`src/rtl/mips_multicycle_core.sv`:
```
// Multi-cycle MIPS-I integer core: FETCH / EXEC / MEM / HALTED sequencing with
// pc/npc delay-slot handling and waitrequest-stalled instruction and data ports.
module mips_multicycle_core #(
   parameter logic [31:0] RESET_VECTOR = 32'hBFC00000,
   parameter logic [31:0] HALT_ADDRESS = 32'h00000000
) (
   input  logic        clk,
   input  logic        reset,
   output logic [31:0] instr_address,
   output logic        instr_read,
   input  logic [31:0] instr_readdata,
   input  logic        instr_waitrequest,
   output logic [31:0] data_address,
   output logic        data_read,
   output logic        data_write,
   output logic [31:0] data_writedata,
   input  logic [31:0] data_readdata,
   input  logic        data_waitrequest,
   output logic        active,
   output logic [31:0] register_v0
);

   typedef enum logic [1:0] {
      ST_FETCH  = 2'd0,
      ST_EXEC   = 2'd1,
      ST_MEM    = 2'd2,
      ST_HALTED = 2'd3
   } state_t;

   state_t      state_r, state_next_s;
   logic [31:0] pc_r, npc_r, ir_r;
   logic [31:0] regs_r [0:31];
   logic [31:0] data_address_r, data_writedata_r;
   logic        instr_read_r, data_read_r, data_write_r, active_r;

   logic [5:0]  opcode_s, funct_s;
   logic [4:0]  rs_s, rt_s, rd_s;
   logic [31:0] sext_s, zext_s, rs_val_s, rt_val_s, pc_plus4_s;
   logic        alu_we_s, taken_s, is_load_s, is_store_s, is_mem_s;
   logic [4:0]  alu_waddr_s;
   logic [31:0] alu_wdata_s, target_s;
   logic        rf_we_s, advance_s;
   logic [4:0]  rf_waddr_s;
   logic [31:0] rf_wdata_s, npc_next_s;

   assign opcode_s   = ir_r[31:26];
   assign rs_s       = ir_r[25:21];
   assign rt_s       = ir_r[20:16];
   assign rd_s       = ir_r[15:11];
   assign funct_s    = ir_r[5:0];
   assign sext_s     = {{16{ir_r[15]}}, ir_r[15:0]};
   assign zext_s     = {16'd0, ir_r[15:0]};
   assign rs_val_s   = (rs_s == 5'd0) ? 32'd0 : regs_r[rs_s];
   assign rt_val_s   = (rt_s == 5'd0) ? 32'd0 : regs_r[rt_s];
   assign pc_plus4_s = pc_r + 32'd4;
   assign is_mem_s   = is_load_s | is_store_s;

   // Instruction decode, ALU result, branch resolution
   always_comb begin
      alu_we_s    = 1'b0;
      alu_waddr_s = rt_s;
      alu_wdata_s = 32'd0;
      taken_s     = 1'b0;
      target_s    = pc_plus4_s;
      is_load_s   = 1'b0;
      is_store_s  = 1'b0;
      case (opcode_s)
         6'h00: begin
            alu_waddr_s = rd_s;
            case (funct_s)
               6'h21: begin alu_we_s = 1'b1; alu_wdata_s = rs_val_s + rt_val_s; end
               6'h23: begin alu_we_s = 1'b1; alu_wdata_s = rs_val_s - rt_val_s; end
               6'h24: begin alu_we_s = 1'b1; alu_wdata_s = rs_val_s & rt_val_s; end
               6'h25: begin alu_we_s = 1'b1; alu_wdata_s = rs_val_s | rt_val_s; end
               6'h26: begin alu_we_s = 1'b1; alu_wdata_s = rs_val_s ^ rt_val_s; end
               6'h2A: begin alu_we_s = 1'b1; alu_wdata_s = {31'd0, $signed(rs_val_s) < $signed(rt_val_s)}; end
               6'h2B: begin alu_we_s = 1'b1; alu_wdata_s = {31'd0, rs_val_s < rt_val_s}; end
               6'h08: begin taken_s = 1'b1; target_s = rs_val_s; end
               default: alu_we_s = 1'b0;
            endcase
         end
         6'h02: begin taken_s = 1'b1; target_s = {pc_plus4_s[31:28], ir_r[25:0], 2'b00}; end
         6'h03: begin
            taken_s     = 1'b1;
            target_s    = {pc_plus4_s[31:28], ir_r[25:0], 2'b00};
            alu_we_s    = 1'b1;
            alu_waddr_s = 5'd31;
            alu_wdata_s = pc_r + 32'd8;
         end
         6'h04: begin taken_s = (rs_val_s == rt_val_s); target_s = pc_plus4_s + {sext_s[29:0], 2'b00}; end
         6'h05: begin taken_s = (rs_val_s != rt_val_s); target_s = pc_plus4_s + {sext_s[29:0], 2'b00}; end
         6'h09: begin alu_we_s = 1'b1; alu_wdata_s = rs_val_s + sext_s; end
         6'h0C: begin alu_we_s = 1'b1; alu_wdata_s = rs_val_s & zext_s; end
         6'h0D: begin alu_we_s = 1'b1; alu_wdata_s = rs_val_s | zext_s; end
         6'h0E: begin alu_we_s = 1'b1; alu_wdata_s = rs_val_s ^ zext_s; end
         6'h0F: begin alu_we_s = 1'b1; alu_wdata_s = {ir_r[15:0], 16'd0}; end
         6'h23: is_load_s = 1'b1;
         6'h2B: is_store_s = 1'b1;
         default: alu_we_s = 1'b0;
      endcase
   end

   // Register-file write source and pc/npc advance
   always_comb begin
      rf_we_s    = 1'b0;
      rf_waddr_s = 5'd0;
      rf_wdata_s = 32'd0;
      advance_s  = 1'b0;
      npc_next_s = npc_r + 32'd4;
      if (state_r == ST_EXEC && !is_mem_s) begin
         rf_we_s    = alu_we_s;
         rf_waddr_s = alu_waddr_s;
         rf_wdata_s = alu_wdata_s;
         advance_s  = 1'b1;
         npc_next_s = taken_s ? target_s : (npc_r + 32'd4);
      end else if (state_r == ST_MEM && !data_waitrequest) begin
         rf_we_s    = is_load_s;
         rf_waddr_s = rt_s;
         rf_wdata_s = data_readdata;
         advance_s  = 1'b1;
      end else begin
         advance_s  = 1'b0;
      end
   end

   // Next-state logic; the halt test looks at the pc about to be loaded
   always_comb begin
      state_next_s = state_r;
      case (state_r)
         ST_FETCH: begin
            if (instr_waitrequest) state_next_s = ST_FETCH;
            else                   state_next_s = ST_EXEC;
         end
         ST_EXEC: begin
            if (is_mem_s)                    state_next_s = ST_MEM;
            else if (npc_r == HALT_ADDRESS)  state_next_s = ST_HALTED;
            else                             state_next_s = ST_FETCH;
         end
         ST_MEM: begin
            if (data_waitrequest)            state_next_s = ST_MEM;
            else if (npc_r == HALT_ADDRESS)  state_next_s = ST_HALTED;
            else                             state_next_s = ST_FETCH;
         end
         ST_HALTED: state_next_s = ST_HALTED;
         default:   state_next_s = ST_FETCH;
      endcase
   end

   // Control state, pc/npc, instruction latch and registered bus requests
   always_ff @(posedge clk) begin
      if (reset) begin
         state_r          <= ST_FETCH;
         pc_r             <= RESET_VECTOR;
         npc_r            <= RESET_VECTOR + 32'd4;
         ir_r             <= 32'd0;
         data_address_r   <= 32'd0;
         data_writedata_r <= 32'd0;
         instr_read_r     <= 1'b1;
         data_read_r      <= 1'b0;
         data_write_r     <= 1'b0;
         active_r         <= 1'b1;
      end else begin
         state_r <= state_next_s;
         if (state_r == ST_FETCH && !instr_waitrequest) ir_r <= instr_readdata;
         if (advance_s) begin
            pc_r  <= npc_r;
            npc_r <= npc_next_s;
         end
         if (state_r == ST_EXEC && is_mem_s) begin
            data_address_r   <= rs_val_s + sext_s;
            data_writedata_r <= rt_val_s;
         end
         instr_read_r <= (state_next_s == ST_FETCH);
         data_read_r  <= (state_next_s == ST_MEM) && is_load_s;
         data_write_r <= (state_next_s == ST_MEM) && is_store_s;
         active_r     <= (state_next_s != ST_HALTED);
      end
   end

   // Register file; $0 is never written so it always reads zero
   always_ff @(posedge clk) begin
      if (reset) begin
         for (int i = 0; i < 32; i++) regs_r[i] <= 32'd0;
      end else if (rf_we_s && rf_waddr_s != 5'd0) begin
         regs_r[rf_waddr_s] <= rf_wdata_s;
      end
   end

   assign instr_address  = pc_r;
   assign instr_read     = instr_read_r;
   assign data_address   = data_address_r;
   assign data_read      = data_read_r;
   assign data_write     = data_write_r;
   assign data_writedata = data_writedata_r;
   assign active         = active_r;
   assign register_v0    = regs_r[2];

endmodule

```
`config.mk`:
```
export PLATFORM = sky130hd
export DESIGN_NAME = mips_multicycle_core
export DESIGN_NICKNAME = d
export VERILOG_FILES = /design/src/rtl/mips_multicycle_core.sv
export SDC_FILE = /design/constraint.sdc
export NUM_CORES = 2
export LEC_CHECK = 0
export BUFFER_PORTS_ARGS = -buffer_cell sky130_fd_sc_hd__buf_2
export CORE_AREA = 2 2 404 406
export CTS_BUF_LIST = sky130_fd_sc_hd__clkbuf_4 sky130_fd_sc_hd__clkbuf_8 sky130_fd_sc_hd__clkbuf_16
export DETAILED_ROUTE_END_ITERATION = 12
export DIE_AREA = 0 0 406 408
export GPL_TIMING_DRIVEN = 0
export PLACE_DENSITY = 0.62
export SYNTH_ARGS = -nofsm -noshare
export SYNTH_HDL_FRONTEND = slang
export SYNTH_SLANG_ARGS = --single-unit
```
`constraint.sdc`:
```
create_clock -name clk -period 9.1 [get_ports clk]
set_input_delay 0.455 -clock clk [delete_from_list [all_inputs] [get_ports clk]]
set_output_delay 0.455 -clock clk [all_outputs]
set_load 0.02 [all_outputs]
```
==> impl_metrics.toml <==
[sta]
max-slew-margin-rel_pct = -5.40
setup_tns_ns = -2.19
report.final.slew_viol_count = 27
fin_crit_sh_pct = 101
period_minus_slack_ns = 9.17
setup_ws_ns = -0.0730
rsz0062_at_grt = "false"
holdWs_ns = 0.154
setup_viol_count_final = 53
clock.fmax_ghz = 0.109
finClkSkew_ns = 0.0438
hold_viol_final = 0
tightestPinTransition_ns = 1.57

[cells_and_area]
layoutNonFillerInstCount = 9188
regArea_mm2 = 0.0343
final_cell_mix = "nor2_1, edfxtp_1, nand2_1, mux4_2, a21oi_1"
area_growth_pct = 14.5
fillers = 14490
multi_input_area_mm2 = 0.0352
final_common_cell = "nor2_1"
fin_util_pct = 51.0
final_nets = 7122
drive_gt1_share_pct = 18.9

[synthesis]
synth_edf_count = 1024
ys_seq_area_share_pct = 47.6
synth_top_area_share_pct = 42.7
yosysTopAreaCell = "edfxtp_1"
syn_inst = 6442
synthArstFlopShare_pct = 0
synth_cell_type_count = 105
synth_area_leaders = "edfxtp_1, mux4_2, nor2_1"
ys.flop_type = "edfxtp_1"
synth_area_mm2 = 0.0720
syn-mean-instance-area_um2 = 11.2
ys_ff_latch = 1200
yosysWarnings = 0

[worst_setup_path]
ff2ff_setup_slack_ns = -0.07
cp-endpoint = "regs_r[17][31]"
arrival_ns = 9.73
start_kind = "register"
worstPathMaxFanout = 19
r2r_cells = 24
reg2reg_to = "regs_r[17][31]"
critPathRequiredTime_ns = 9.66
end_kind = "register"
crit_type = "reg2reg"

[die]
die_w_um = 406
die_h_um = 408
initial_core_util_pct = 44.6
num_rows = 148
die_area_mm2 = 0.166
ios = 200
core_area_mm2 = 0.162

[clocking]
cts.reportedPaths.clkPinSlew_ns = 0.07
cts_made_buffers = 135
cts_buffer_depth = 3
cts_tree = "done"
htree_levels = 4
root_buffer = "clkbuf_16"
clk_latency_ns = 0.85
clkSinkCount = 1200

[drt]
wirelength_um = 368000
drt_iter0_drc = 10066
dr.pass1.iters = 8
vias_per_cell = 6.87
vias = 63159
routedWlPerCell_um = 40.1
antenna_left = 0
drc = 0

[pwr]
switchingPower_mw = 4.96
vdd_drop_max_v = 0.000212
clock_power_share_pct = 38.2
power_leakage_nw = 27.6
power_frac_comb_pct = 21.4
p_int_mw = 10.6
seqPwrFrac_pct = 40.5
power_density_mw_per_mm2 = 188
switching_share_pct = 32.0

[global_routing]
grt_pass1_wl_um = 494000
grt_usage_pct = 43.8
grt_max_degree = 33
antenna_found_initial = 16
overflow = 0
grt_pass1_vias = 60946

[place]
portBuffers = 199
post-place-cells = 8887
place.gp.congestion = 1.05
dp_hpwl_um = 282000

[run_status]
violations = "capacitance limit, slew limit, setup timing"
outcome = "complete, but fails checks"

[flow_run]
drv_cap = 5

[min_path]
hold_class = "in2reg"
min_path_cells = 4
power by group through the flow:
stage / Combinational, mW / Sequential [mW] / Clock, mW
CTS: 3.15 / 6.27 / 5.88
detailed placement: 3.09 / 6.39 / 0
global route: 3.37 / 6.29 / 6.08
finish: 3.31 / 6.28 / 5.92
floorplan: 1.79 / 6.33 / 0
global placement: 3.04 / 6.39 / 0
what timing repair did:
item	in CTS	in global routing
pin swaps	8	5
resized for setup	129	66
hold buffers	33	0
setup buffers	12	5
setup endpoints to repair	1031	807
hold endpoints to repair	43	0
per-stage QoR:
stage | setup slack, ns | total power [mW] | instance area, um2
5_1_grt | 0.0167 | 15.7 | 82500
2_1_floorplan | 2.38 | 8.12 | 72100
4_1_cts | 0.00149 | 15.3 | 82300
6_report | -0.0730 | 15.5 | 82500
3_3_place_gp | -3.04 | 9.43 | 75900
3_5_place_dp | -2.13 | 9.47 | 76800
per-layer routing:
layer | vias up | part of all wire [%] | track usage, %
met5 | - | 0.12 | 0
li1 | 25121 | - | -
met3 | 1544 | 13 | 15.6
met1 | 31067 | 33 | 49.8
met2 | 5403 | 44 | 66.9
met4 | 24 | 9.9 | 34.5
how the worst min path moves through the flow:
stage                             startpoint                  to  slack (ns)
after detailed placement  data_writedata[13]  data_writedata[13]        0.45
after CTS                  instr_waitrequest            ir_r[31]        0.12
after floorplan                    npc_r[27]   instr_address[27]        0.45
final                      instr_waitrequest            ir_r[31]        0.15
after global placement    data_writedata[13]  data_writedata[13]        0.44
after global routing       instr_waitrequest            ir_r[31]        0.13
area by class of cell:
| type | instances | share of cell area [%] |
|---|---|---|
| antenna | 8 | 0.0243 |
| buffer | 582 | 3.30 |
| clock buffer | 166 | 4.47 |
| clock inverter | 82 | 1.19 |
| inverter | 143 | 0.651 |
| multi-input combinational | 4542 | 42.7 |
| sequential | 1200 | 41.6 |
| tap | 2175 | 3.30 |
| timing repair buffer | 290 | 2.81 |
cells in the mapped netlist (46+ instances only):
library cell  count
a21oi_1         394
buf_2           110
clkbuf_1        391
nand4_1          50
mux4_2          504
a211oi_1         58
inv_1           142
buf_1            47
xnor2_1          78
nor2_1         1108
o21ai_0         172
edfxtp_1       1024
nand2_1         599
ha_1            157
nand3_1         114
a21o_1           46
dfxtp_1         176
mux2i_1         258
a22oi_1         103
nor3_1          167
state kept, by name, summed over array words and instances (netlist names), named ones only:
name and flops:
regs_r 1024, data_address 32, data_writedata 32, state_r 2
ir_r 32, data_read 1, instr_read 1, data_write 1
npc_r 32, instr_address 32, active 1
kinds of logic after synthesis:
| family | after synthesis | synth area share, % |
|---|---|---|
| fa+ha+maj | 160 | 2.81 |
| buf+inv | 731 | 4.29 |
| xor+xnor | 122 | 1.49 |
| flops | 1200 | 47.6 |
| simple gates | 2309 | 13.9 |
| compound gates | 1156 | 10.5 |
| other cells | 1 | 0.00521 |
| mux | 763 | 19.4 |
critical path, cell delays in order, from the launching register on:
cell and delay [ns]:
dfxtp_1 0.63, buf_2 0.39, buf_2 0.54, clkbuf_2 0.59, clkbuf_2 0.60, mux4_2 0.43
mux4_2 0.48, mux2i_1 0.51, nor2_1 0.35, inv_1 0.19, ha_1 0.34, or2_2 0.33
a311o_1 0.39, o211ai_1 0.11, buf_4 0.17, nand4_1 0.26, o21ai_2 0.42, o31ai_1 0.17
o41ai_1 0.51, xor2_1 0.20, nor3_1 0.07, nor3_1 0.26, o21a_1 0.47, buf_2 0.33
nor3_1 0.09
(Power assumes the default switching activity.)
